==> config.mk <==
export PLATFORM = sky130hd
export DESIGN_NAME = dds_tone_meter
export DESIGN_NICKNAME = d
export VERILOG_FILES = /design/src/rtl/dds_pkg.sv /design/src/rtl/dds_zc_detect.sv /design/src/rtl/dds_tone_meter.sv
export SDC_FILE = /design/constraint.sdc
export NUM_CORES = 1
export LEC_CHECK = 0
export CAP_MARGIN = 15
export CORE_MARGIN = 2
export CORE_UTILIZATION = 51
export CTS_BUF_LIST = sky130_fd_sc_hd__clkbuf_4 sky130_fd_sc_hd__clkbuf_8 sky130_fd_sc_hd__clkbuf_16
export DETAILED_ROUTE_END_ITERATION = 10
export PLACE_DENSITY_LB_ADDON = 0.15
export SYNTH_ARGS = -nofsm -noshare
export SYNTH_HDL_FRONTEND = slang
export SYNTH_SLANG_ARGS = --single-unit
export TNS_END_PERCENT = 10
==> constraint.sdc <==
create_clock -name clk -period 3.8 [get_ports clk]
set_clock_uncertainty 0.15 [all_clocks]
set_input_delay 0.38 -clock clk [delete_from_list [all_inputs] [get_ports clk]]
set_output_delay 0.38 -clock clk [all_outputs]
set_load 0.03 [all_outputs]
==> src/rtl/dds_pkg.sv <==
// Shared defaults, FSM state type and input-format helper for the DDS tone meter.
package dds_pkg;

    localparam int DW_DEF = 12;
    localparam int PW_DEF = 16;
    localparam int CW_DEF = 24;

    typedef enum logic {
        IDLE = 1'b0,
        RUN  = 1'b1
    } state_t;

    // Offset binary to two's complement: flip the MSB of a w-bit value.
    function automatic logic [31:0] to_signed(input logic [31:0] x, input int w);
        return x ^ (32'd1 << (w - 1));
    endfunction

endpackage

==> src/rtl/dds_zc_detect.sv <==
// Input format conversion, hysteresis arming and rising zero-crossing strobe for the sin channel.
module dds_zc_detect
    import dds_pkg::*;
#(
    parameter int DW         = DW_DEF,
    parameter int OFFSET_BIN = 0,
    parameter int HYST       = 16
) (
    input  logic          clk,
    input  logic          rst,
    input  logic          clr,
    input  logic          in_vld,
    input  logic [DW-1:0] sin,
    input  logic [DW-1:0] cos,
    output logic [DW-1:0] sin_s,
    output logic [DW-1:0] cos_s,
    output logic          xing
);

    localparam int NEG_HYST = -HYST;

    logic signed [DW-1:0] sin_c;
    logic signed [DW-1:0] cos_c;
    logic signed [31:0]   sin_w;
    logic                 below;
    logic                 armed;

    always_comb begin
        sin_c = sin;
        cos_c = cos;
        if (OFFSET_BIN != 0) begin
            sin_c = DW'(to_signed(32'(sin), DW));
            cos_c = DW'(to_signed(32'(cos), DW));
        end
    end

    assign sin_w = 32'(sin_c);
    assign below = (sin_w < NEG_HYST);

    // A crossing needs a prior excursion below -HYST, so noise around zero cannot retrigger.
    assign xing  = in_vld && armed && !sin_c[DW-1];
    assign sin_s = sin_c;
    assign cos_s = cos_c;

    always_ff @(posedge clk or posedge rst) begin
        if (rst) begin
            armed <= 1'b0;
        end else if (clr || xing) begin
            armed <= 1'b0;
        end else if (in_vld && below) begin
            armed <= 1'b1;
        end
    end

endmodule

==> src/rtl/dds_tone_meter.sv <==
// Measures period (samples and clocks), peak-to-peak amplitude and rotation direction
// of a DDS sin/cos stream between consecutive rising crossings of sin.
module dds_tone_meter
    import dds_pkg::*;
#(
    parameter int DW         = DW_DEF,
    parameter int OFFSET_BIN = 0,
    parameter int HYST       = 16,
    parameter int PW         = PW_DEF,
    parameter int CW         = CW_DEF
) (
    input  logic          clk,
    input  logic          rst,
    input  logic          clr,
    input  logic          in_vld,
    input  logic [DW-1:0] sin,
    input  logic [DW-1:0] cos,
    output logic          meas_vld,
    output logic [PW-1:0] period_smp,
    output logic [CW-1:0] period_clk,
    output logic [DW:0]   amp_pp,
    output logic          dir,
    output logic          locked,
    output logic          timeout
);

    localparam logic signed [DW-1:0] SMAX = {1'b0, {(DW-1){1'b1}}};
    localparam logic signed [DW-1:0] SNEG = -SMAX;

    state_t               state;
    state_t               state_nxt;
    logic signed [DW-1:0] sin_s;
    logic signed [DW-1:0] cos_s;
    logic                 xing;
    logic                 sat;
    logic [PW-1:0]        smp_cnt;
    logic [CW-1:0]        clk_cnt;
    logic signed [DW-1:0] mn;
    logic signed [DW-1:0] mx;
    logic signed [DW-1:0] nmn;
    logic signed [DW-1:0] nmx;
    logic signed [DW:0]   amp_new;

    dds_zc_detect #(
        .DW         (DW),
        .OFFSET_BIN (OFFSET_BIN),
        .HYST       (HYST)
    ) u_zc (
        .clk    (clk),
        .rst    (rst),
        .clr    (clr),
        .in_vld (in_vld),
        .sin    (sin),
        .cos    (cos),
        .sin_s  (sin_s),
        .cos_s  (cos_s),
        .xing   (xing)
    );

    assign sat     = (smp_cnt == '1) || (clk_cnt == '1);
    assign nmx     = (sin_s > mx) ? sin_s : mx;
    assign nmn     = (sin_s < mn) ? sin_s : mn;
    assign amp_new = {nmx[DW-1], nmx} - {nmn[DW-1], nmn};

    always_comb begin
        state_nxt = state;
        case (state)
            IDLE:    if (xing) state_nxt = RUN;
            RUN:     if (sat)  state_nxt = IDLE;
            default: state_nxt = IDLE;
        endcase
        if (clr) state_nxt = IDLE;
    end

    always_ff @(posedge clk or posedge rst) begin
        if (rst) begin
            state <= IDLE;
        end else begin
            state <= state_nxt;
        end
    end

    always_ff @(posedge clk or posedge rst) begin
        if (rst) begin
            meas_vld   <= 1'b0;
            period_smp <= '0;
            period_clk <= '0;
            amp_pp     <= '0;
            dir        <= 1'b0;
            locked     <= 1'b0;
            timeout    <= 1'b0;
            smp_cnt    <= '0;
            clk_cnt    <= '0;
            mn         <= SMAX;
            mx         <= SNEG;
        end else if (clr) begin
            meas_vld   <= 1'b0;
            period_smp <= '0;
            period_clk <= '0;
            amp_pp     <= '0;
            dir        <= 1'b0;
            locked     <= 1'b0;
            timeout    <= 1'b0;
            smp_cnt    <= '0;
            clk_cnt    <= '0;
            mn         <= SMAX;
            mx         <= SNEG;
        end else begin
            meas_vld <= 1'b0;
            case (state)
                IDLE: begin
                    if (xing) begin
                        smp_cnt <= PW'(1);
                        clk_cnt <= CW'(1);
                        mn      <= sin_s;
                        mx      <= sin_s;
                    end
                end
                RUN: begin
                    // Saturation abandons the period; last published measurement is kept.
                    if (sat) begin
                        timeout <= 1'b1;
                        locked  <= 1'b0;
                        smp_cnt <= '0;
                        clk_cnt <= '0;
                        mn      <= SMAX;
                        mx      <= SNEG;
                    end else if (xing) begin
                        period_smp <= smp_cnt;
                        period_clk <= clk_cnt;
                        amp_pp     <= amp_new;
                        dir        <= !cos_s[DW-1] && (cos_s != '0);
                        meas_vld   <= 1'b1;
                        locked     <= 1'b1;
                        smp_cnt    <= PW'(1);
                        clk_cnt    <= CW'(1);
                        mn         <= sin_s;
                        mx         <= sin_s;
                    end else begin
                        clk_cnt <= clk_cnt + CW'(1);
                        if (in_vld) begin
                            smp_cnt <= smp_cnt + PW'(1);
                            mn      <= nmn;
                            mx      <= nmx;
                        end
                    end
                end
                default: ;
            endcase
        end
    end

endmodule

==> reports/qor.csv <==
stage,metric,value,unit
route,routedWlPerCell,18.1,um
setup_path,reg2reg_from,mn[9],
global_routing,grt_pass1_vias,5892,
route,drt_first_iter_violations,471,
route,drt_pass1_iterations,5,
placed_design,io_buffer_count,84,
cts,cts_tree,yes,
layout,most-common-layout-cells,"dfrtp_1 (110), clkdlybuf4s50_1 (84), nor2_1 (64), buf_4 (61), nand2_1 (51)",
pwr,p_switching,0.962,mW
timing,min_period,3830,ps
setup_path,worstSetupPathType,reg2reg,
layout,drive_gt1_share,19.3,%
synth,synth_edf_count,0,
route,drtAntennaViolNets,0,
timing,hold_ws,219,ps
cts,clk_path_buf_depth,2,
synth,ys_ff_latch,123,
synth,ys_warn_count,0,
synth,synth_cell_types,66,
pwr,seq_power_share,37.9,%
pwr,cellPowerDensity,393,nW/um^2
pwr,clock_power_share,43.1,%
setup_path,rr_endpoint,amp_pp[12],
status,status,finished with violations,
die,core-area,13200,um^2
global_routing,grt_max_degree,60,
global_routing,grt_overflow,0,
timing,setup_violations,2,
route,wirelength,18300,um
pwr,p_comb_share,19.0,%
cts,postCtsHoldBufs,0,
global_routing,antenna_found_initial,0,
synth,synth_fp_nets,760,
setup_path,worstSetupStartpointType,flop,
cts,htreeDepth,4,
die,ioPinCount,85,
layout,fillers,1055,
cts,clk_latency,420,ps
placed_design,hpwl,12900,um
layout,final_cell_count_no_fill,1016,
setup_path,crit_fanout,2,
global_routing,grt_first_pass_wirelength,29500,um
global_routing,track_usage,25.9,%
timing,setup_ws,-34.3,ps
status,violations,negative setup slack,
die,chipHeight,120,um
timing,worstMarginPinSlew,770,ps
setup_path,reg2reg_slack,-30,ps
pwr,switching_share,27.1,%
timing,setup_tns,-42.4,ps
setup_path,cp.required,3930,ps
layout,final_common_cell,dfrtp_1,
route,viasPerCell,5.97,
timing,rsz0062_at_grt,yes,
timing,slew_violations,0,
setup_path,ff2ff_path_depth,16,
cts,cts_buffers,17,
placed_design,place_congestion,0.946,
timing,hold_violations,0,
die,dieWidth,120,um
layout,final_nets,895,
placed_design,place_inst,982,
timing,slew_headroom,48.3,%
timing,max_freq,261,MHz
route,via_count,6066,
synth,async_reset_ff_share,100,%
cts,clkSinkCount,123,
die,start_util,52.2,%
pwr,p_leak,4.00,nW
pwr,p_int,2.58,mW
synth,synth_cells,694,
pwr,vdd_drop_max,0.000278,V
flow_run,drv_cap,0,
setup_path,arrival,3970,ps
layout,syn_to_final_growth,30.3,%
synth,syn_area_per_cell,9.96,um^2
worst_hold_path,hp-class,in2async,
setup_path,setup.worst_path.end_class,flop,
synth,ys.flop_type,dfrtp_1,
die,row_count,42,
timing,finalCritPeriodShare,101,%
route,drc_errors,0,
cts,cts_root_buffer,clkbuf_16,
cts,clk_pin_slew,50,ps
synth,yosysSeqAreaShare,44.7,%
layout,diodes,0,
die,die_area,14500,um^2
synth,syn_area,6920,um^2
==> metrics by stage <==
step / instance area, um^2 / total power, mW / utilization [%] / setup WS, ps
after floorplan: 6950 / 1.72 / - / -46.2
after global placement: 8290 / 1.94 / 62.6 / -249
after detailed placement: 8290 / 1.96 / 62.6 / -377
after CTS: 8870 / 3.51 / 67.0 / -13.7
after global routing: 9010 / 3.67 / 68.1 / -182
final: 9010 / 3.54 / 68.1 / -34.3
==> synth_stat cells, types with 4 or more instances <==
cell type,number,area (um^2)
buf_6,7,78.8
inv_1,35,131
nand2b_1,6,37.5
a31oi_1,5,31.3
nor3_1,25,125
o22ai_1,11,68.8
nor2_1,64,240
ha_1,37,463
buf_4,4,30.0
a22o_1,50,438
a21oi_1,27,135
o211ai_1,4,30.0
nand3_1,20,100
buf_2,12,60.1
nand4_1,17,106
a211oi_2,6,75.1
a211oi_1,7,52.6
nand2_1,51,191
a21o_1,12,90.1
clkbuf_1,10,37.5
dfrtp_1,110,2750
dfstp_2,13,342
and3_1,10,62.6
xor2_1,18,158
o21ai_1,14,70.1
nor4_1,17,106
o21ai_0,19,95.1
xnor2_1,22,193
==> power groups by stage <==
stage / Combinational, mW / Sequential (mW) / Clock (mW)
after floorplan: 0.359 / 1.36 / 0
after global placement: 0.580 / 1.36 / 0
after detailed placement: 0.595 / 1.36 / 0
after CTS: 0.613 / 1.34 / 1.55
after global routing: 0.723 / 1.34 / 1.61
final: 0.672 / 1.34 / 1.53
==> routing by layer <==
layer  wire, um  track usage (%)
met1       7610             32.9
met4        744             13.1
met5          0                0
met2       9150             42.7
met3        836             4.43
==> final cells by class <==
class | count | area [um^2] | area share, %
Tap cell | 176 | 220 | 2.44
Clock inverter | 7 | 67.6 | 0.750
Sequential cell | 123 | 3090 | 34.3
Inverter | 36 | 138 | 1.53
Clock buffer | 23 | 489 | 5.43
Timing Repair Buffer | 150 | 1370 | 15.2
Multi-Input combinational cell | 501 | 3630 | 40.3
==> cells by family after synthesis <==
kind of cell	Yosys count	share of synthesized area, %
XOR/XNOR	40	5.07
AND/OR/NAND/NOR	241	18.6
AO/OA/AOI/OAI	179	19.2
buffers and inverters	70	5.01
flip-flops	123	44.7
adder cells (fa/ha/maj)	38	6.98
multiplexers	3	0.452
==> worst max-delay path by stage <==
stage / start / end / slack [ps]
after floorplan: mn[9] / amp_pp[12] / -50
after global placement: sin[9] / amp_pp[12] / -250
after detailed placement: sin[9] / amp_pp[12] / -380
after CTS: mn[9] / amp_pp[12] / -10
after global routing: mn[9] / amp_pp[12] / -180
final: mn[9] / amp_pp[12] / -30
==> sequential cells by signal, indices dropped and copies added (netlist names) <==
signal,cells
period_smp,16
smp_cnt,16
u_zc.armed,1
dir,1
meas_vld,1
locked,1
state,1
amp_pp,13
clk_cnt,24
mn,12
period_clk,24
timeout,1
mx,12
==> critical path, cell delays in order, from the launching register on <==
cell	delay (ps)
dfstp_2	540
inv_2	50
ha_4	210
a21o_1	170
a211oi_2	250
nand4_1	130
a21oi_2	160
or2_4	170
mux2_4	320
ha_4	170
fa_2	420
nor2b_4	150
o2111ai_2	140
a21oi_2	220
a31oi_2	150
o2111ai_2	210
nand3_1	100
==> repair_timing <==
| action | 4_1_cts | 5_1_grt |
|---|---|---|
| gates resized for setup | 7 | 19 |
| pin swaps | 2 | 12 |
| setup endpoints to repair | 4 | 7 |
| buffers inserted | 0 | 4 |
Power figures use the tool's default switching activity.
